## src/rtl/spi_host_seq.sv

```systemverilog
// SPI host sequencer: one 16-bit frame {addr[6:0], rw, data[7:0]}, MSB first, SPI mode 0.
// CS lead/trail/guard phases are each CLKDIV clk cycles long.
`default_nettype none

module spi_host_seq #(
    parameter int CLKDIV = 2
) (
    input  logic       clk,
    input  logic       rst_n,
    input  logic       start,
    input  logic       rw,
    input  logic [6:0] addr,
    input  logic [7:0] wdata,
    output logic       busy,
    output logic       done,
    output logic [7:0] rdata,
    output logic       cs,
    output logic       sclk,
    output logic       mosi,
    input  logic       miso
);

    typedef enum logic [2:0] {
        IDLE  = 3'd0,
        LEAD  = 3'd1,
        SHIFT = 3'd2,
        TRAIL = 3'd3,
        GUARD = 3'd4
    } state_t;

    localparam logic [7:0] DIV_LAST = 8'(CLKDIV - 1);

    state_t      state_q, state_d;
    logic [7:0]  div_q, div_d;
    logic [4:0]  bit_q, bit_d;
    logic [15:0] tx_q, tx_d;
    logic [7:0]  rx_q, rx_d;
    logic        rw_q, rw_d;
    logic        cs_q, cs_d;
    logic        sclk_q, sclk_d;
    logic        mosi_q, mosi_d;
    logic        busy_q, busy_d;
    logic        done_q, done_d;
    logic [7:0]  rdata_q, rdata_d;
    logic        div_last;

    assign div_last = (div_q == DIV_LAST);

    always_comb begin
        state_d = state_q;
        div_d   = div_q;
        bit_d   = bit_q;
        tx_d    = tx_q;
        rx_d    = rx_q;
        rw_d    = rw_q;
        cs_d    = cs_q;
        sclk_d  = sclk_q;
        mosi_d  = mosi_q;
        busy_d  = busy_q;
        done_d  = 1'b0;
        rdata_d = rdata_q;

        case (state_q)
            IDLE: begin
                if (start) begin
                    state_d = LEAD;
                    tx_d    = {addr, rw, (rw ? 8'h00 : wdata)};
                    rw_d    = rw;
                    rx_d    = 8'h00;
                    cs_d    = 1'b0;
                    busy_d  = 1'b1;
                    mosi_d  = addr[6];
                    div_d   = 8'd0;
                    bit_d   = 5'd0;
                end
            end
            LEAD: begin
                if (div_last) begin
                    div_d   = 8'd0;
                    state_d = SHIFT;
                    sclk_d  = 1'b1;
                end else begin
                    div_d = div_q + 8'd1;
                end
            end
            SHIFT: begin
                if (div_last) begin
                    div_d  = 8'd0;
                    sclk_d = ~sclk_q;
                    if (!sclk_q) begin
                        // Rising edge: capture the data phase (bits 8..15) of reads only.
                        if (rw_q && bit_q[3]) begin
                            rx_d = {rx_q[6:0], miso};
                        end
                    end else begin
                        bit_d  = bit_q + 5'd1;
                        tx_d   = {tx_q[14:0], 1'b0};
                        mosi_d = tx_q[14];
                        if (bit_q == 5'd15) begin
                            state_d = TRAIL;
                            mosi_d  = 1'b0;
                        end
                    end
                end else begin
                    div_d = div_q + 8'd1;
                end
            end
            TRAIL: begin
                if (div_last) begin
                    div_d   = 8'd0;
                    state_d = GUARD;
                    cs_d    = 1'b1;
                    mosi_d  = 1'b0;
                    done_d  = 1'b1;
                    if (rw_q) begin
                        rdata_d = rx_q;
                    end
                end else begin
                    div_d = div_q + 8'd1;
                end
            end
            GUARD: begin
                if (div_last) begin
                    div_d   = 8'd0;
                    state_d = IDLE;
                    busy_d  = 1'b0;
                end else begin
                    div_d = div_q + 8'd1;
                end
            end
            default: begin
                state_d = IDLE;
                cs_d    = 1'b1;
                sclk_d  = 1'b0;
                mosi_d  = 1'b0;
                busy_d  = 1'b0;
            end
        endcase
    end

    always_ff @(posedge clk or negedge rst_n) begin
        if (!rst_n) begin
            state_q <= IDLE;
            div_q   <= 8'd0;
            bit_q   <= 5'd0;
            tx_q    <= 16'h0000;
            rx_q    <= 8'h00;
            rw_q    <= 1'b0;
            cs_q    <= 1'b1;
            sclk_q  <= 1'b0;
            mosi_q  <= 1'b0;
            busy_q  <= 1'b0;
            done_q  <= 1'b0;
            rdata_q <= 8'h00;
        end else begin
            state_q <= state_d;
            div_q   <= div_d;
            bit_q   <= bit_d;
            tx_q    <= tx_d;
            rx_q    <= rx_d;
            rw_q    <= rw_d;
            cs_q    <= cs_d;
            sclk_q  <= sclk_d;
            mosi_q  <= mosi_d;
            busy_q  <= busy_d;
            done_q  <= done_d;
            rdata_q <= rdata_d;
        end
    end

    assign busy  = busy_q;
    assign done  = done_q;
    assign rdata = rdata_q;
    assign cs    = cs_q;
    assign sclk  = sclk_q;
    assign mosi  = mosi_q;

endmodule

`default_nettype wire

```

## config.mk

```make
export PLATFORM = sky130hd
export DESIGN_NAME = spi_host_seq
export DESIGN_NICKNAME = d
export VERILOG_FILES = /design/src/rtl/spi_host_seq.sv
export SDC_FILE = /design/constraint.sdc
export NUM_CORES = 1
export LEC_CHECK = 0
export ABC_CLOCK_PERIOD_IN_PS = 2400
export BUFFER_PORTS_ARGS = -buffer_cell sky130_fd_sc_hd__buf_2
export CAP_MARGIN = 20
export CORE_UTILIZATION = 58
export DETAILED_ROUTE_END_ITERATION = 10
export HOLD_SLACK_MARGIN = 0.1
export PLACE_DENSITY_LB_ADDON = 0.08
export SLEW_MARGIN = 10
export SYNTH_ARGS = -nofsm -noshare
export SYNTH_HDL_FRONTEND = slang
export SYNTH_SLANG_ARGS = --single-unit
```

## constraint.sdc

```tcl
create_clock -name clk -period 2.4 [get_ports clk]
set_clock_uncertainty 0.15 [all_clocks]
set_input_delay 0 -clock clk [delete_from_list [all_inputs] [get_ports clk]]
set_output_delay 0 -clock clk [all_outputs]
set_load 0.05 [all_outputs]
```

==> flow_summary_export.csv, run 1 <==
group,metric,value,unit
status,status,"complete, but fails checks",
status,violated_checks,"design-rule violations",
synthesis,postSynthCellCount,246,
synthesis,synth-async-reset-ratio,1.00,
final_layout,antenna_cells_inserted,0,
synthesis,post_synth_and_or_nand_nor_area_fraction,0.187,
drt,first_iter_violations,104,
synthesis,synth.area.mux_share,0.168,
synthesis,synth_compound_gate_area_share,0.0984,
drt,wirelength,5.38,mm
timing,layout_min_cycle_time,2.18,ns
power_and_ir_drop,totalPowerFinal,1620,µW
synthesis,synth_ff_type,"sky130_fd_sc_hd__dfrtp_1",
clocking,cts-root-buf,"sky130_fd_sc_hd__clkbuf_8",
job,cap_violations,0,
synthesis,synth_fp_nets,270,
die,die-area,4990,µm²
clocking,clock-sinks,53,
synthesis,synth.distinct_cells,55,
timing,worst_slew_pin_slew,0.777,ns
final_layout,most_used_cells_in_the_layout_excluding_fill_and_tap_cells,"sky130_fd_sc_hd__dfrtp_1, sky130_fd_sc_hd__mux2_2, sky130_fd_sc_hd__buf_2, sky130_fd_sc_hd__nand2_1, sky130_fd_sc_hd__dlygate4sd3_1",
drt,via_total_after_detailed_routing,2021,
synthesis,synthDominantAreaCellType,"sky130_fd_sc_hd__dfrtp_1",
final_layout,final_layout_size_suffix_gt1_frac,0.345,
synthesis,synthesis.yosys.warnings,0,
synthesis,synthDominantCellAreaShare,0.476,
global_route,grt_overflow_total,0,
worst_setup_path,cpPeakStageDelay,0.49,ns
worst_setup_path,critPathCaptureType,"flop",
worst_setup_path,slowest_stage,"sky130_fd_sc_hd__or4b_4",
synthesis,syn_area,2740,µm²
worst_setup_path,crit_chain,"inv_1 -> ha_1 -> or4b_4 -> nor2_4 -> nand4_4 -> mux2_2",
final_layout,area_growth,21.0,%
clocking,clk_transition_reported_paths,0.10,ns
timing,hold_viol_final,0,
synthesis,syn_area_per_cell,11.1,µm²
hold_path,worstHoldPathType,"primary input to flop",
global_route,grt_first_pass_wirelength,9.65,mm
worst_setup_path,ff2ff_path_depth,6,
die,pin_count,33,
drt,drt-vias-per-instance,5.63,
timing,final.period_utilization,0.906,
synthesis,ys_seq_area_frac,0.485,
timing,setup_viol,0,
clocking,cts_max_path_buffers,2,
clocking,clkLatencyLatePin,0.31,ns
power_and_ir_drop,power.density,489,nW/µm²
drt,wire_per_inst,15.0,µm
synthesis,yosys.area_share.adder,0.0220,
clocking,numCtsBuffers,5,
worst_setup_path,worst-path-max-fanout,8,
die,fp.coreArea,4440,µm²
power_and_ir_drop,irDropWorstVdd,0.376,mV
global_route,grt_total_usage,0.246,
global_route,grt_start_max_net_pins,21,
synthesis,synth_xor_area_frac,0.0128,
final_layout,layout.cells.most_common,"sky130_fd_sc_hd__dfrtp_1",
synthesis,postSynthRegisterBits,53,
synthesis,combinational_family_with_the_most_area_after_synthesis,"simple AND/OR/NAND/NOR gates",
hold_path,hold_path_stages,4,
power_and_ir_drop,p_leak,0.00151,µW
die,die-width,70.7,µm
place,global_placement_routability_congestion,0.811,
die,initial_utilization,0.615,
clocking,cts_tree,"yes",
clocking,maximum_level_of_the_cts_h_tree,2,
final_layout,fillCellCount,329,
clocking,post_cts_resized,0,
worst_setup_path,critPathKind,"flop to flop",
drt,detailedRoute.firstPassIterationCount,9,
place,numPortBuffers,32,
synthesis,synth-edff-count,0,
drt,ant_nets,0,
timing,setup_tns,0,ns
worst_setup_path,cp.required,2.45,ns
place,hpwlAfterDp,3.67,mm
global_route,vias_in_the_first_global_route,2113,
worst_setup_path,setup.worst_path.start_class,"flop",
place,post_detailed_placement_cell_area,2990,µm²
die,die_y,70.7,µm
global_route,grt_antenna_before_repair,0,
timing,max-slew-margin-rel,0.480,
final_layout,design_area,3310,µm²
synthesis,yosys-top-cells-area,"sky130_fd_sc_hd__dfrtp_1, sky130_fd_sc_hd__mux2_2, sky130_fd_sc_hd__nand2_1",
timing,timing_max_transition_violations_final,0,
final_layout,final_nets,330,
drt,post-route-drc-count,2,
timing,fmaxAchievable,460,MHz
timing,rsz0062_at_grt,"no",
worst_setup_path,critPathArrivalTime,2.22,ns
die,num_rows,24,
Yosys cell counts (3+ instances only):
cell / instances
sky130_fd_sc_hd__or3_1: 3
sky130_fd_sc_hd__nor2_1: 9
sky130_fd_sc_hd__clkbuf_1: 6
sky130_fd_sc_hd__mux2_2: 40
sky130_fd_sc_hd__ha_1: 4
sky130_fd_sc_hd__nor3_1: 3
sky130_fd_sc_hd__and3_1: 4
sky130_fd_sc_hd__nand2b_1: 4
sky130_fd_sc_hd__a31oi_1: 7
sky130_fd_sc_hd__nand2_1: 22
sky130_fd_sc_hd__o21ai_0: 13
sky130_fd_sc_hd__inv_1: 4
sky130_fd_sc_hd__dfrtp_1: 52
sky130_fd_sc_hd__buf_2: 3
sky130_fd_sc_hd__a21oi_1: 8
sky130_fd_sc_hd__nor2b_1: 9
sky130_fd_sc_hd__nand3_1: 6
final timing paths:
check,startpoint,to,slack [ns]
worst max-delay path,div_q[1],rdata[0],0.22
worst min-delay path,miso,rx_q[0],0.28
worst min register to register,bit_q[2],bit_q[2],0.35
min in group asynchronous,rst_n,div_q[7],0.61
max in group asynchronous,rst_n,rx_q[0],0.33
worst max register to register,div_q[1],rdata[0],0.22
critical path: cells and delay by family (launching register included):
family	cells	cell delay, ns
buffers and inverters	1	0.08
muxes	1	0.33
and+or+nand+nor	3	0.94
DFF	1	0.41
adders and majority gates	1	0.16
stage by stage:
step / utilization / worst slack [ns] / cells / hold WS [ns]
final: 0.745 / 0.225 / 359 / 0.277
after global routing: 0.745 / 0.112 / 359 / 0.295
after CTS: 0.745 / 0.225 / 359 / 0.272
after detailed placement: 0.672 / 0.238 / 330 / -0.191
after global placement: 0.672 / 0.293 / 330 / -0.198
after floorplan: - / 0.351 / 246 / -0.446
power by group:
part	internal (µW)	switching [µW]	leakage, µW
clock	313	300	0.0000585
sequential	905	6.26	0.000640
combinational	57.2	37.0	0.000812
total	1280	343	0.00151
sequential cells by signal, summed over array words and instances (netlist names):
name and count:
cs 1, rw_q 1, mosi 1, state_q 3, div_q 8, sclk 1, done 1, tx_q 15
bit_q 5, rx_q 8, busy 1, rdata 8
cell type report:
cell class	instances	area, µm²	area share
Sequential cell	53	1330	0.401
Inverter	4	15.0	0.00454
Clock buffer	5	68.8	0.0208
Clock inverter	3	43.8	0.0132
Timing Repair Buffer	64	453	0.137
Tap cell	52	65.1	0.0197
Multi-Input combinational cell	178	1340	0.404
routing by layer:
layer	vias up	routed length [µm]	track usage	share of wire
met4	0	55	0.0756	0.010
met3	4	138	0.0541	0.026
li1	1013	-	-	-
met2	32	2600	0.416	0.48
met1	972	2590	0.321	0.48
met5	-	0	0	0
what timing repair did:
action | CTS | global route
endpoints found under the hold margin | 75 | 0
setup buffers | 0 | 0
hold buffers | 21 | 0
cells by family (layout without fill, tap and decap cells):
kind of cell             Yosys count  count (layout)
AO/OA/AOI/OAI                     44              44
XOR/XNOR                           4               4
adder cells (fa/ha/maj)            5               5
buffers and inverters             15              76
flip-flops                        53              53
multiplexers                      41              41
AND/OR/NAND/NOR                   84              84
Note: power is estimated with default switching activity, not from simulation.
==> run 2: changes to the inputs <==
--- a/config.mk
+++ b/config.mk
@@ -12,6 +12,7 @@
 export DETAILED_ROUTE_END_ITERATION = 10
 export HOLD_SLACK_MARGIN = 0.1
 export PLACE_DENSITY_LB_ADDON = 0.08
+export REMOVE_ABC_BUFFERS = 1
 export SLEW_MARGIN = 10
 export SYNTH_ARGS = -nofsm -noshare
 export SYNTH_HDL_FRONTEND = slang
==> flow_summary_export.csv, run 2 (same netlist as run 1, synthesis figures left out) <==
group,metric,value,unit
worst_setup_path,worst_path_dominant_cell_family,"simple AND/OR/NAND/NOR gates",
drt,post-route-drc-count,3,
drt,wirelength,5.02,mm
clocking,cts_max_path_buffers,2,
global_route,grt_antenna_before_repair,0,
place,place.detailed.instances,330,
clocking,cts-root-buf,"sky130_fd_sc_hd__clkbuf_8",
place,numPortBuffers,32,
worst_setup_path,critical_path.n_buffers_inverters,1,
clocking,cts.repair_timing.setup_buffer_count,0,
timing,worst_slew_pin_slew,0.659,ns
final_layout,final_layout_size_suffix_gt1_frac,0.348,
clocking,cts_tree,"yes",
timing,rsz0062_at_grt,"no",
power_and_ir_drop,irDropWorstVdd,0.265,mV
die,initial_utilization,0.615,
worst_setup_path,crit-reg2reg-launch,"div_q[1]",
place,hpwlAfterDp,3.41,mm
clocking,ctsHoldBuffers,19,
die,die_y,70.7,µm
drt,detailedRoute.firstPassIterationCount,7,
drt,via_total_after_detailed_routing,2041,
final_layout,final_nets,328,
worst_setup_path,cp.required,2.46,ns
global_route,grt_overflow_total,0,
die,pin_count,33,
worst_setup_path,critPathCaptureType,"flop",
die,die-width,70.7,µm
global_route,grt_start_max_net_pins,54,
worst_setup_path,capture_point_of_the_worst_path,"rdata[6]",
final_layout,largest-register,"tx_q",
status,status,"complete, but fails checks",
drt,wire_per_inst,14.1,µm
clocking,numCtsBuffers,5,
timing,final.period_utilization,0.898,
worst_setup_path,timing.critical_path.depth,6,
global_route,vias_in_the_first_global_route,1885,
timing,timing_max_transition_violations_final,0,
timing,layout_min_cycle_time,2.15,ns
timing,hold_viol_final,0,
worst_setup_path,critPathKind,"flop to flop",
drt,drt-vias-per-instance,5.72,
clocking,clkLatencyLatePin,0.31,ns
timing,fmaxAchievable,464,MHz
clocking,post_cts_resized,0,
power_and_ir_drop,p_leak,0.00148,µW
die,fp.coreArea,4440,µm²
final_layout,largest_register_ffs,15,
worst_setup_path,ff2ff_path_depth,6,
die,die-area,4990,µm²
worst_setup_path,crit_start,"div_q[1]",
final_layout,final_cells,357,
worst_setup_path,crit_chain,"inv_1 -> ha_1 -> or4b_4 -> nor2_4 -> nand4_4 -> mux2_2",
die,num_rows,24,
timing,max-slew-margin-rel,0.561,
timing,setup_viol,0,
final_layout,antenna_cells_inserted,0,
hold_path,worstHoldPathType,"primary input to asynchronous set/reset pin",
worst_setup_path,critPathArrivalTime,2.21,ns
status,violated_checks,"design-rule violations",
job,cap_violations,0,
worst_setup_path,worst-path-max-fanout,8,
final_layout,layout.cells.most_common,"sky130_fd_sc_hd__dfrtp_1",
global_route,grt_first_pass_wirelength,8.80,mm
worst_setup_path,cpPeakStageDelay,0.48,ns
final_layout,area_growth,19.5,%
clocking,maximum_level_of_the_cts_h_tree,2,
global_route,grt_total_usage,0.224,
clocking,clk_transition_reported_paths,0.10,ns
clocking,clock-sinks,53,
drt,ant_nets,0,
final_layout,most_used_cells_in_the_layout_excluding_fill_and_tap_cells,"sky130_fd_sc_hd__dfrtp_1, sky130_fd_sc_hd__mux2_2, sky130_fd_sc_hd__buf_2, sky130_fd_sc_hd__nand2_1, sky130_fd_sc_hd__dlygate4sd3_1",
drt,first_iter_violations,115,
worst_setup_path,timing.reg2reg.setup_slack,0.25,ns
worst_setup_path,worstReg2RegEnd,"rdata[6]",
place,global_placement_routability_congestion,0.784,
worst_setup_path,setup.worst_path.start_class,"flop",
worst_setup_path,slowest_stage,"sky130_fd_sc_hd__or4b_4",
timing,setup_tns,0,ns
power_and_ir_drop,power.density,462,nW/µm²
==> run 2: cell count changes in the layout (fill, tap and decap cells not counted) <==
| cell | change |
|---|---|
| sky130_fd_sc_hd__inv_6 | -1 |
| sky130_fd_sc_hd__bufinv_16 | -1 |
| sky130_fd_sc_hd__clkinv_2 | -1 |
| sky130_fd_sc_hd__dlygate4sd3_1 | -2 |
| sky130_fd_sc_hd__clkinvlp_4 | +3 |
==> run 2: worst min-delay path, delay by kind of cell <==
family | cells | cell delay (ns)
buf+inv | 3 | 1.14
==> run 2: final cells by class <==
class | instances | area, µm²
fillers | 333 | 1180
well taps | 52 | 65.1
flip-flops and latches | 53 | 1330
clock inverters | 3 | 22.5
inverters | 4 | 15.0
repair buffers | 62 | 433
clock buffers | 5 | 68.8
multi-input cells | 178 | 1340
==> run 2: through the flow <==
stage                     worst slack [ns]  hold WS (ns)  utilization  cell area, µm²  power, µW
after floorplan                      0.261        -0.446            -            2680        955
after global placement               0.290       0.00914        0.672            2990        994
after global routing                 0.117         0.237        0.735            3270       1560
after detailed placement             0.237        0.0237        0.672            2990        997
after CTS                            0.234         0.211        0.735            3270       1530
final                                0.245         0.176        0.735            3270       1510
==> run 2: metal layers <==
| layer | track usage | vias up | share of wire |
|---|---|---|---|
| met4 | 0.0800 | 0 | 0.013 |
| met3 | 0.0342 | 7 | 0.028 |
| met1 | 0.314 | 991 | 0.48 |
| met2 | 0.361 | 36 | 0.48 |
| li1 | - | 1007 | - |
| met5 | 0 | - | 0 |
==> run 2: power breakdown <==
group | total (µW) | switching (µW) | internal [µW]
logic | 89.5 | 35.5 | 54.0
registers | 911 | 6.05 | 905
clock network | 509 | 304 | 205
==> run 2: worst min-delay path by stage <==
| stage | startpoint | to | slack (ns) | depth (start not counted) |
|---|---|---|---|---|
| final | rst_n | div_q[7] | 0.18 | 3 |
| after global routing | rst_n | rx_q[7] | 0.24 | 3 |
| after CTS | rst_n | rdata[5] | 0.21 | 3 |
| after detailed placement | rst_n | div_q[6] | 0.02 | 2 |
| after global placement | rst_n | div_q[6] | 0.009 | 2 |
| after floorplan | rst_n | bit_q[0] | -0.45 | 0 |
==> run 3: changes to the inputs <==
--- a/config.mk
+++ b/config.mk
@@ -8,6 +8,7 @@
 export ABC_CLOCK_PERIOD_IN_PS = 2400
 export BUFFER_PORTS_ARGS = -buffer_cell sky130_fd_sc_hd__buf_2
 export CAP_MARGIN = 20
+export CORE_ASPECT_RATIO = 1.2
 export CORE_UTILIZATION = 58
 export DETAILED_ROUTE_END_ITERATION = 10
 export HOLD_SLACK_MARGIN = 0.1
==> flow_summary_export.csv, run 3 (same netlist as run 1, synthesis figures left out) <==
group,metric,value,unit
status,status,"finished, final reports clean",
timing,hold_viol_final,0,
timing,timing_max_transition_violations_final,0,
clocking,clkLatencyLatePin,0.31,ns
place,place.detailed.instances,339,
timing,setup_viol,0,
global_route,grt_start_max_net_pins,43,
global_route,vias_in_the_first_global_route,1954,
final_layout,design_area,3310,µm²
die,pin_count,33,
drt,wl_met3,119,µm
drt,post-route-drc-count,0,
worst_setup_path,critPathKind,"flop to flop",
global_route,grt_first_pass_wirelength,8.87,mm
place,hpwlAfterDp,3.48,mm
drt,via_total_after_detailed_routing,1991,
clocking,clk_transition_reported_paths,0.10,ns
worst_setup_path,timing.reg2reg.setup_slack,0.26,ns
global_route,grt_total_usage,0.229,
place,numPortBuffers,32,
clocking,numCtsBuffers,5,
final_layout,final_layout_size_suffix_gt1_frac,0.354,
timing,rsz0062_at_grt,"no",
power_and_ir_drop,irDropWorstVdd,0.299,mV
power_and_ir_drop,reported_net_switching_power,358,µW
final_layout,largest-register,"tx_q",
timing,fmaxAchievable,466,MHz
die,die_y,77.2,µm
die,initial_utilization,0.600,
drt,ant_nets,0,
hold_path,worstHoldPathType,"primary input to asynchronous set/reset pin",
final_layout,most_used_cells_in_the_layout_excluding_fill_and_tap_cells,"sky130_fd_sc_hd__dfrtp_1, sky130_fd_sc_hd__mux2_2, sky130_fd_sc_hd__buf_2, sky130_fd_sc_hd__nand2_1, sky130_fd_sc_hd__dlygate4sd3_1",
drt,route.top_layer_used,"met4",
power_and_ir_drop,power_frac_seq,0.595,
die,die-area,5000,µm²
global_route,grt_antenna_before_repair,0,
drt,wire_per_inst,14.0,µm
drt,met2RoutedLength,2.51,mm
worst_setup_path,worstReg2RegEnd,"rdata[4]",
power_and_ir_drop,p_leak,0.00150,µW
clocking,clock-sinks,53,
worst_setup_path,setup.worst_path.start_class,"flop",
place,global_placement_routability_congestion,0.764,
power_and_ir_drop,cellInternalPower,1170,µW
worst_setup_path,ff2ff_path_depth,6,
place,pre_cts_slack,0.271,ns
power_and_ir_drop,power_switching_share,0.234,
timing,worst_slew_pin_slew,0.922,ns
drt,routedLengthMet1,2.42,mm
die,num_rows,27,
timing,setup_slack,0.256,ns
place,post_detailed_placement_cell_area,3030,µm²
timing,final.period_utilization,0.893,
final_layout,antenna_cells_inserted,0,
drt,first_iter_violations,119,
drt,detailedRoute.firstPassIterationCount,4,
final_layout,fillCellCount,341,
clocking,cts_tree,"yes",
drt,drt-vias-per-instance,5.44,
clocking,cts_max_path_buffers,2,
job,cap_violations,0,
final_layout,layout.cells.most_common,"sky130_fd_sc_hd__dfrtp_1",
drt,wirelength,5.11,mm
timing,layout_min_cycle_time,2.14,ns
clocking,cts.repair_timing.setup_buffer_count,0,
die,die-width,64.7,µm
worst_setup_path,critPathCaptureType,"flop",
die,fp.coreArea,4560,µm²
timing,setup_tns,0,ns
power_and_ir_drop,power.density,462,nW/µm²
final_layout,largest_register_ffs,15,
worst_setup_path,crit-reg2reg-launch,"div_q[1]",
final_layout,final_nets,331,
worst_setup_path,cp.required,2.46,ns
clocking,maximum_level_of_the_cts_h_tree,2,
timing,max-slew-margin-rel,0.385,
final_layout,final_cells,366,
global_route,grt_overflow_total,0,
worst_setup_path,worst-path-max-fanout,8,
clocking,cts-root-buf,"sky130_fd_sc_hd__clkbuf_8",
final_layout,area_growth,21.2,%
worst_setup_path,critPathArrivalTime,2.20,ns
power_and_ir_drop,power_frac_comb,0.059,
power_and_ir_drop,clkPwrFrac,0.345,
[run 3: changes by cell type in the layout (fill, tap and decap cells not counted)]
cell	change
sky130_fd_sc_hd__buf_4	+2
sky130_fd_sc_hd__buf_12	+1
sky130_fd_sc_hd__clkinvlp_4	-1
sky130_fd_sc_hd__inv_8	+1
[run 3: worst max path at each step]
stage / from / slack [ns] / endpoint / cells after the start
global placement: div_q[1] / 0.31 / rdata[7] / 6
floorplan: state_q[2] / 0.26 / tx_q[10] / 4
global route: div_q[1] / 0.18 / rdata[6] / 6
CTS: div_q[1] / 0.26 / rdata[5] / 6
detailed placement: div_q[1] / 0.27 / rdata[6] / 6
finish: div_q[1] / 0.26 / rdata[4] / 6
[run 3: area by class of cell]
| cell class | count | area [µm²] | share of cell area |
|---|---|---|---|
| multi-input combinational | 178 | 1340 | 0.403 |
| sequential | 53 | 1330 | 0.401 |
| timing repair buffer | 65 | 468 | 0.141 |
| tap | 58 | 72.6 | 0.0219 |
| clock buffer | 5 | 68.8 | 0.0208 |
| clock inverter | 3 | 26.3 | 0.00793 |
| inverter | 4 | 15.0 | 0.00453 |
[run 3: timing repair]
item / in CTS / in global routing
hold buffers: 19 / 0
gates resized for setup: 0 / 0
hold endpoints to repair: 63 / 0
[run 3: routing by layer]
metal,track usage,vias to the layer above
met2,0.380,26
met4,0.0667,0
li1,-,1008
met5,0,-
met1,0.302,951
met3,0.0446,6
[run 3: power groups by stage]
stage          Combinational, µW  Sequential [µW]  Clock, µW
6_report                    90.8              912        529
5_1_grt                      102              913        571
4_1_cts                     91.9              911        539
3_5_place_dp                68.6              929          0
3_3_place_gp                67.1              928          0
2_1_floorplan               27.6              927          0
[run 3: stage by stage]
| stage | hold WS [ns] | power (µW) | util |
|---|---|---|---|
| finish | 0.203 | 1530 | 0.727 |
| global route | 0.287 | 1580 | 0.727 |
| CTS | 0.237 | 1540 | 0.727 |
| detailed placement | 0.0440 | 997 | 0.664 |
| global placement | 0.0377 | 995 | 0.664 |
| floorplan | -0.446 | 955 | - |
[run 3: critical path: stages, from the launching register on]
cell and delay (ns):
sky130_fd_sc_hd__dfrtp_1 0.41, sky130_fd_sc_hd__inv_1 0.08, sky130_fd_sc_hd__ha_1 0.16, sky130_fd_sc_hd__or4b_4 0.50
sky130_fd_sc_hd__nor2_4 0.20, sky130_fd_sc_hd__nand4_4 0.20, sky130_fd_sc_hd__mux2_2 0.34
